`config.mk`:
```
export PLATFORM = sky130hd
export DESIGN_NAME = retospect_lif_cell
export DESIGN_NICKNAME = d
export VERILOG_FILES = /design/src/rtl/retospect_lif_cell.sv
export SDC_FILE = /design/constraint.sdc
export NUM_CORES = 1
export LEC_CHECK = 0
export BUFFER_PORTS_ARGS = -buffer_cell sky130_fd_sc_hd__buf_2
export CAP_MARGIN = 20
export CORE_ASPECT_RATIO = 0.7
export CORE_UTILIZATION = 55
export CTS_BUF_LIST = sky130_fd_sc_hd__clkbuf_4 sky130_fd_sc_hd__clkbuf_8
export DETAILED_ROUTE_END_ITERATION = 12
export PLACE_DENSITY = 0.8
export SLEW_MARGIN = 20
export SYNTH_ARGS = -nofsm -noshare
export SYNTH_HDL_FRONTEND = slang
export SYNTH_SLANG_ARGS = --single-unit
```
`constraint.sdc`:
```
create_clock -name clk -period 12.8 [get_ports clk]
set_input_delay 3.2 -clock clk [delete_from_list [all_inputs] [get_ports clk]]
set_output_delay 3.2 -clock clk [all_outputs]
set_load 0.1 [all_outputs]
```
`src/rtl/retospect_lif_cell.sv`:
```
// Leaky integrate-and-fire neuron cell with serial config chain and refractory period.
// Define RETOSPECT_SIGNED_WEIGHTS_EN for two's complement weights with a floor at 0.
module retospect_lif_cell #(
  parameter int N_DEND = 4,
  parameter int W_BITS = 3,
  parameter int P_BITS = 6,
  parameter int R_BITS = 2
) (
  input  logic              clk,
  input  logic              reset,
  input  logic              reset_nn,
  input  logic              config_en,
  input  logic              bs_in,
  output logic              bs_out,
  input  logic [7:0]        clockbus,
  input  logic [N_DEND-1:0] dendrite,
  output logic              axon
);

  localparam int L    = N_DEND * W_BITS + P_BITS + 3 + R_BITS;
  localparam int SW   = P_BITS + N_DEND + W_BITS;
  localparam int DS_T = R_BITS + 3 - 1;
  localparam int TH_T = P_BITS + 3 + R_BITS - 1;

  localparam logic [SW-1:0] PMAX =
    {{(SW - P_BITS){1'b0}}, {P_BITS{1'b1}}};

  // w[0] sits at the top of the chain; refr_len LSB drives bs_out
  logic [L-1:0]      chain_q;
  logic [L-1:0]      chain_d;
  logic [P_BITS-1:0] pot_q;
  logic [P_BITS-1:0] pot_d;
  logic [R_BITS-1:0] refr_cnt_q;
  logic [R_BITS-1:0] refr_cnt_d;
  logic              axon_q;
  logic              axon_d;

  logic [W_BITS-1:0] w [N_DEND];
  logic [P_BITS-1:0] thr;
  logic [2:0]        decay_sel;
  logic [R_BITS-1:0] refr_len;

  logic [P_BITS-1:0] p_dec;
  logic [SW-1:0]     acc;
  logic [SW-1:0]     w_ext;
  logic [P_BITS-1:0] s_sat;
  logic              fire;

  always_comb begin
    for (int i = 0; i < N_DEND; i++) begin
      w[i] = chain_q[L - 1 - i * W_BITS -: W_BITS];
    end
  end

  assign thr       = chain_q[TH_T -: P_BITS];
  assign decay_sel = chain_q[DS_T -: 3];
  assign refr_len  = chain_q[R_BITS-1:0];

  always_comb begin
    p_dec = clockbus[decay_sel] ? (pot_q >> 1) : pot_q;
    acc   = {{(SW - P_BITS){1'b0}}, p_dec};
    w_ext = '0;
    for (int i = 0; i < N_DEND; i++) begin
`ifdef RETOSPECT_SIGNED_WEIGHTS_EN
      w_ext = {{(SW - W_BITS){w[i][W_BITS-1]}}, w[i]};
`else
      w_ext = {{(SW - W_BITS){1'b0}}, w[i]};
`endif
      if (dendrite[i]) begin
        acc = acc + w_ext;
      end
    end
  end

  always_comb begin
    s_sat = acc[P_BITS-1:0];
`ifdef RETOSPECT_SIGNED_WEIGHTS_EN
    if (acc[SW-1]) begin
      s_sat = '0;
    end else if (acc > PMAX) begin
      s_sat = '1;
    end
`else
    if (acc > PMAX) begin
      s_sat = '1;
    end
`endif
    fire = (thr != '0) && (s_sat >= thr);
  end

  always_comb begin
    chain_d    = chain_q;
    pot_d      = pot_q;
    refr_cnt_d = refr_cnt_q;
    axon_d     = 1'b0;
    if (reset_nn) begin
      pot_d      = '0;
      refr_cnt_d = '0;
    end else if (config_en) begin
      chain_d = {bs_in, chain_q[L-1:1]};
    end else if (refr_cnt_q != '0) begin
      refr_cnt_d = refr_cnt_q - R_BITS'(1);
      pot_d      = '0;
    end else if (fire) begin
      axon_d     = 1'b1;
      pot_d      = '0;
      refr_cnt_d = refr_len;
    end else begin
      pot_d = s_sat;
    end
  end

  always_ff @(posedge clk) begin
    if (reset) begin
      chain_q    <= '0;
      pot_q      <= '0;
      refr_cnt_q <= '0;
      axon_q     <= 1'b0;
    end else begin
      chain_q    <= chain_d;
      pot_q      <= pot_d;
      refr_cnt_q <= refr_cnt_d;
      axon_q     <= axon_d;
    end
  end

  assign bs_out = chain_q[0];
  assign axon   = axon_q;

endmodule
```
-- Word-level counts from Yosys, hierarchy flattened
Cells that the tools add are included.
- logic and storage cells: 35
- bits of input ports: 17
- output and inout bits: 2
- flip-flop bits (word level): 32
- bitwise gates (word level): 2
- reduce and logical (&&, ||, !) cells: 8
- $add $sub $neg: 5
- magnitude comparators: 3
- multiplexer cells: 13
- operator list (cell ; number):
    $add 13x3->13 ; 3
    $mux 13 ; 3
    $mux 6 ; 4
    $gt 13x6->1 const B ; 1
    $add 6x3->7 ; 1
    $mux 7 ; 1
    $ge 6x6->1 ; 1
    $reduce_bool 6->1 ; 1
    $lt 3x4->1 const B ; 1
    $mux 2 ; 2
    $reduce_and 2->1 ; 2
    $reduce_bool 2->1 ; 2
    $reduce_or 4->1 ; 1
    $bmux 1 s3 ; 1
    $mux 1 ; 2
    $not 1->1 ; 2
    $reduce_or 2->1 ; 1
    $sub 2x1->2 const B ; 1
    $logic_and 1x1->1 ; 1

-- Longest topological paths before layout
- word-level depth: 17
- mapped depth: 34
- depth with buffers taken out: 34

-- Least setup slack after synthesis
OpenSTA, ideal clock, no wires.
- path type: input to register
- start point: input clockbus[5]
- end point: register pot_q[0]
- buffers on the path: 0
- required time: 12740 ps
- data arrival time: 9977 ps
- slack: 2762 ps
- stages: 30
- cells stage by stage: mux4_2 -> mux2_4 -> mux2_4 -> ha_1 -> fa_1 -> mux2i_1 -> inv_1 -> fa_1 -> nand2_1 -> o21a_1 -> fa_1 -> mux2i_1 -> inv_1 -> fa_1 -> nor2b_1 -> o21ai_0 -> or2_2 -> a21oi_1 -> o221ai_1 -> and2_1 -> nor2b_1 -> ha_1 -> nand2b_1 -> a21o_1 -> a21o_1 -> a21oi_1 -> nor2b_1 -> o31ai_1 -> nor2b_1 -> a221o_1
- longest elaborated chain between the ends: 17
- ends and longest elaborated chain (item ; line ; source):
    start: declaration ; 15 ; input logic [7:0] clockbus,
    $bmux 1 s3 * ; 60 ; p_dec = clockbus[decay_sel] ? (pot_q >> 1) : pot_q;
    $mux 1 (not written as such) * ; 60 ;
    $mux 6 * ; 60 ;
    $add 6x3->7 ; 70 ; acc = acc + w_ext;
    $mux 7 * ; 69 ; if (dendrite[i]) begin
    $add 13x3->13 ; 70 ;
    $mux 13 * ; 69 ;
    $add 13x3->13 ; 70 ;
    $mux 13 * ; 69 ;
    $add 13x3->13 ; 70 ;
    $mux 13 * ; 69 ;
    $gt 13x6->1 ; 84 ; if (acc > PMAX) begin
    $mux 6 * ; 84 ;
    $ge 6x6->1 ; 88 ; fire = (thr != '0) && (s_sat >= thr);
    $logic_and 1x1->1 ; 88 ;
    $mux 6 * ; 104 ; end else if (fire) begin
    $mux 6 * ; 101 ; end else if (refr_cnt_q != '0) begin
    end signal: assignment ; 121 ; pot_q <= pot_d;
    end: declaration ; 31 ; logic [P_BITS-1:0] pot_q;
Every way passes the cells marked *; elsewhere a longest branch is shown, timed or not. The select of a mux whose other input is x is not followed.
A chain may end at the register's enable or synchronous reset.

-- Final worst setup path
- start point: input clockbus[5]
- end point: register pot_q[2]
The elaborated chain is that of the path after synthesis.

==> impl_metrics.json <==
{
  "outcome": "complete, no violations",
  "cts_buffers": 5,
  "endpoint_kind": "flip-flop",
  "diodes": 0,
  "syn_area_um2": 2460,
  "setup_viol_count_final": 0,
  "maxCapViolCount": 0,
  "synth-seq-cells": 32,
  "fin_util": 0.653,
  "crit_type": "in -> reg",
  "vias": 2146,
  "fin_skew_ns": 0.00453,
  "clock-sinks": 32,
  "ir_drop_mv": 0.0579,
  "whs_path_depth": 2,
  "cts.htree.levels": 2,
  "port_buffers": 18,
  "multi_input_area_um2": 1720,
  "p_clk_frac": 0.409,
  "antenna_found_initial": 0,
  "first_pass_iters": 4,
  "rr_startpoint": "chain_q[2]$_SDFFE_PP0P_",
  "grt_pass1_vias": 1884,
  "clock_path_buffers": 2,
  "required_ns": 13.04,
  "dp_hpwl_um": 4140,
  "wl_per_cell_um": 14.8,
  "worst_pin_slew_ns": 0.931,
  "ios": 19,
  "async_flop_share": 0,
  "maxSlewViolCount": 0,
  "r2r_cells": 32,
  "yosys.cell_types.count": 50,
  "fill_cells": 366,
  "pwr_density_cell_nw_per_um2": 78.4,
  "routed_wirelength_um": 5440,
  "grt_max_degree": 28,
  "total_power_uw": 211,
  "synth_ff_type": "dfxtp_1",
  "worstPathMaxFanout": 9,
  "core_um2": 4110,
  "switching_power_uw": 52.9,
  "final.period_utilization": 0.858,
  "path_common_cell": "a21oi_1",
  "slowest_delay_ns": 0.63,
  "drcViolationCount": 0,
  "rsz0062_at_grt": "no",
  "postRouteAntennaNets": 0,
  "clk_latency_ns": 0.29,
  "holdPathEnd": "refr_cnt_q[0]$_SDFFE_PP0P_",
  "grt_remaining_overflow": 0,
  "synth_cells": 299,
  "power_frac_seq": 0.478,
  "p_leak_nw": 1.07,
  "finalHoldViolations": 0,
  "p_int_uw": 158,
  "drive_gt1_frac": 0.127,
  "clk_pin_slew_ns": 0.06,
  "gp_congestion": 0.905,
  "cts_hold_buf": 0,
  "cts_setup_buffers": 0,
  "num_rows": 19,
  "swShare": 0.251,
  "ys_warn_count": 0,
  "cts_tree": "yes",
  "holdWs_ns": 0.465,
  "die_w_um": 82.0,
  "crit_arrival_ns": 11.22,
  "synth_edf_count": 0,
  "num-nets-final": 354,
  "synth_seq_area_share": 0.260,
  "syn_nets": 338,
  "dieArea_um2": 4760,
  "finalCriticalPeriod_ns": 10.98,
  "start_util": 0.599,
  "max_slew_margin": 0.379,
  "regArea_um2": 641,
  "p_comb_frac": 0.113,
  "syn2layout_area_growth_pct": 8.94,
  "min-delay-start": "refr_cnt_q[0]$_SDFFE_PP0P_",
  "track_usage": 0.252,
  "rrSetupSlack_ns": 4.33,
  "fmax_mhz": 91.1,
  "viasPerCell": 5.85,
  "root_buffer": "clkbuf_8",
  "drt_iter0_drc": 162,
  "syn_area_per_cell_um2": 8.24,
  "timing.hold.worst.class": "reg -> reg",
  "die_y_um": 58.0,
  "worstSetupStartpointType": "primary input",
  "fin_tns_setup_ns": 0,
  "cts_resized": 0,
  "reg2reg_to": "pot_q[2]$_SDFFE_PP0N_",
  "slowest_stage": "o31ai_1",
  "grt_pass1_wl_um": 8910
}
[cells in the mapped netlist, types with 3 or more instances]
library cell,n,share of area
ha_1,18,0.091
clkbuf_1,8,0.012
xnor3_1,3,0.027
o21ai_0,8,0.016
xor2_1,3,0.011
nand2_1,59,0.090
nor4_1,3,0.0076
mux2_4,4,0.024
inv_1,18,0.027
a221o_1,4,0.016
a31oi_1,3,0.0076
nor2_1,7,0.011
fa_1,4,0.033
nand2b_1,8,0.020
mux2i_1,5,0.020
xnor2_1,10,0.036
a21oi_1,34,0.069
o21ai_1,4,0.0081
a21o_1,6,0.018
a211oi_1,6,0.018
dfxtp_1,32,0.26
mux2_2,3,0.014
nor2b_1,9,0.023
nor3_1,4,0.0081
[worst max-delay path by stage]
stage	from	end	slack (ns)	cells past startpoint
after floorplan	clockbus[5]	pot_q[0]$_SDFFE_PP0N_	2.76	30
after global placement	clockbus[5]	pot_q[4]$_SDFFE_PP0N_	1.87	33
after detailed placement	clockbus[5]	pot_q[0]$_SDFFE_PP0N_	1.71	33
after CTS	clockbus[5]	pot_q[2]$_SDFFE_PP0N_	1.93	33
after global routing	clockbus[5]	pot_q[5]$_SDFFE_PP0N_	1.38	35
final	clockbus[5]	pot_q[2]$_SDFFE_PP0N_	1.82	33
[flip-flops by register name (all words and copies together), names as in the netlist]
register	flops
chain_q	23
axon	1
refr_cnt_q	2
pot_q	6
[per-stage QoR]
stage / worst slack (ns) / std cells / cell area (µm²)
after floorplan: 2.76 / 299 / 2460
after global placement: 1.87 / 360 / 2590
after detailed placement: 1.71 / 360 / 2590
after CTS: 1.93 / 367 / 2680
after global routing: 1.38 / 367 / 2680
final: 1.82 / 367 / 2680
[placed cells by master (no fill, tap or decap), drive strengths merged, types with 9 or more instances in the layout]
master / netlist / layout
xnor2: 10 / 10
a21oi: 34 / 34
o21ai: 12 / 12
nor2b: 9 / 9
buf: 2 / 19
mux2: 9 / 9
ha: 18 / 18
nand2: 59 / 59
dfxtp: 32 / 32
inv: 18 / 18
[layout make-up]
type,instances,area share
clock buffers,7,0.0359
flip-flops and latches,32,0.239
well taps,52,0.0242
repair buffers,19,0.0364
inverters,18,0.0252
multi-input cells,239,0.640
[critical path, delay by kind of cell]
family          cells  cell delay, ns
compound gates     11            2.83
fa+ha+maj           6            2.17
mux                 4            1.34
simple gates        8            1.20
buf+inv             3            0.28
xor+xnor            1            0.16
[power groups by stage]
stage / combinational [mW] / sequential [mW] / clock, mW
2_1_floorplan: 0.0162 / 0.103 / 0
3_3_place_gp: 0.0227 / 0.103 / 0
3_5_place_dp: 0.0236 / 0.103 / 0
4_1_cts: 0.0238 / 0.101 / 0.0880
5_1_grt: 0.0264 / 0.101 / 0.0903
6_report: 0.0238 / 0.101 / 0.0860
[routing by layer]
metal	vias up	share of wire	wire length, µm	GRT usage
li1	1081	-	-	-
met3	7	0.063	344	0.0551
met2	68	0.42	2290	0.371
met4	0	0.014	77	0.0902
met1	990	0.50	2730	0.361
met5	-	0	0	0
[cells by family (layout without fill, tap and decap cells)]
family,count (synthesis),count (layout),synth area share
buffers and inverters,28,44,0.0432
adders and majority gates,23,23,0.128
xor gates and xnor gates,16,16,0.0736
and+or+nand+nor,108,108,0.213
muxes,17,17,0.0950
AOI/OAI and AO/OA,75,75,0.187
DFF,32,32,0.260
No activity file was read; power rests on OpenSTA's default activity.
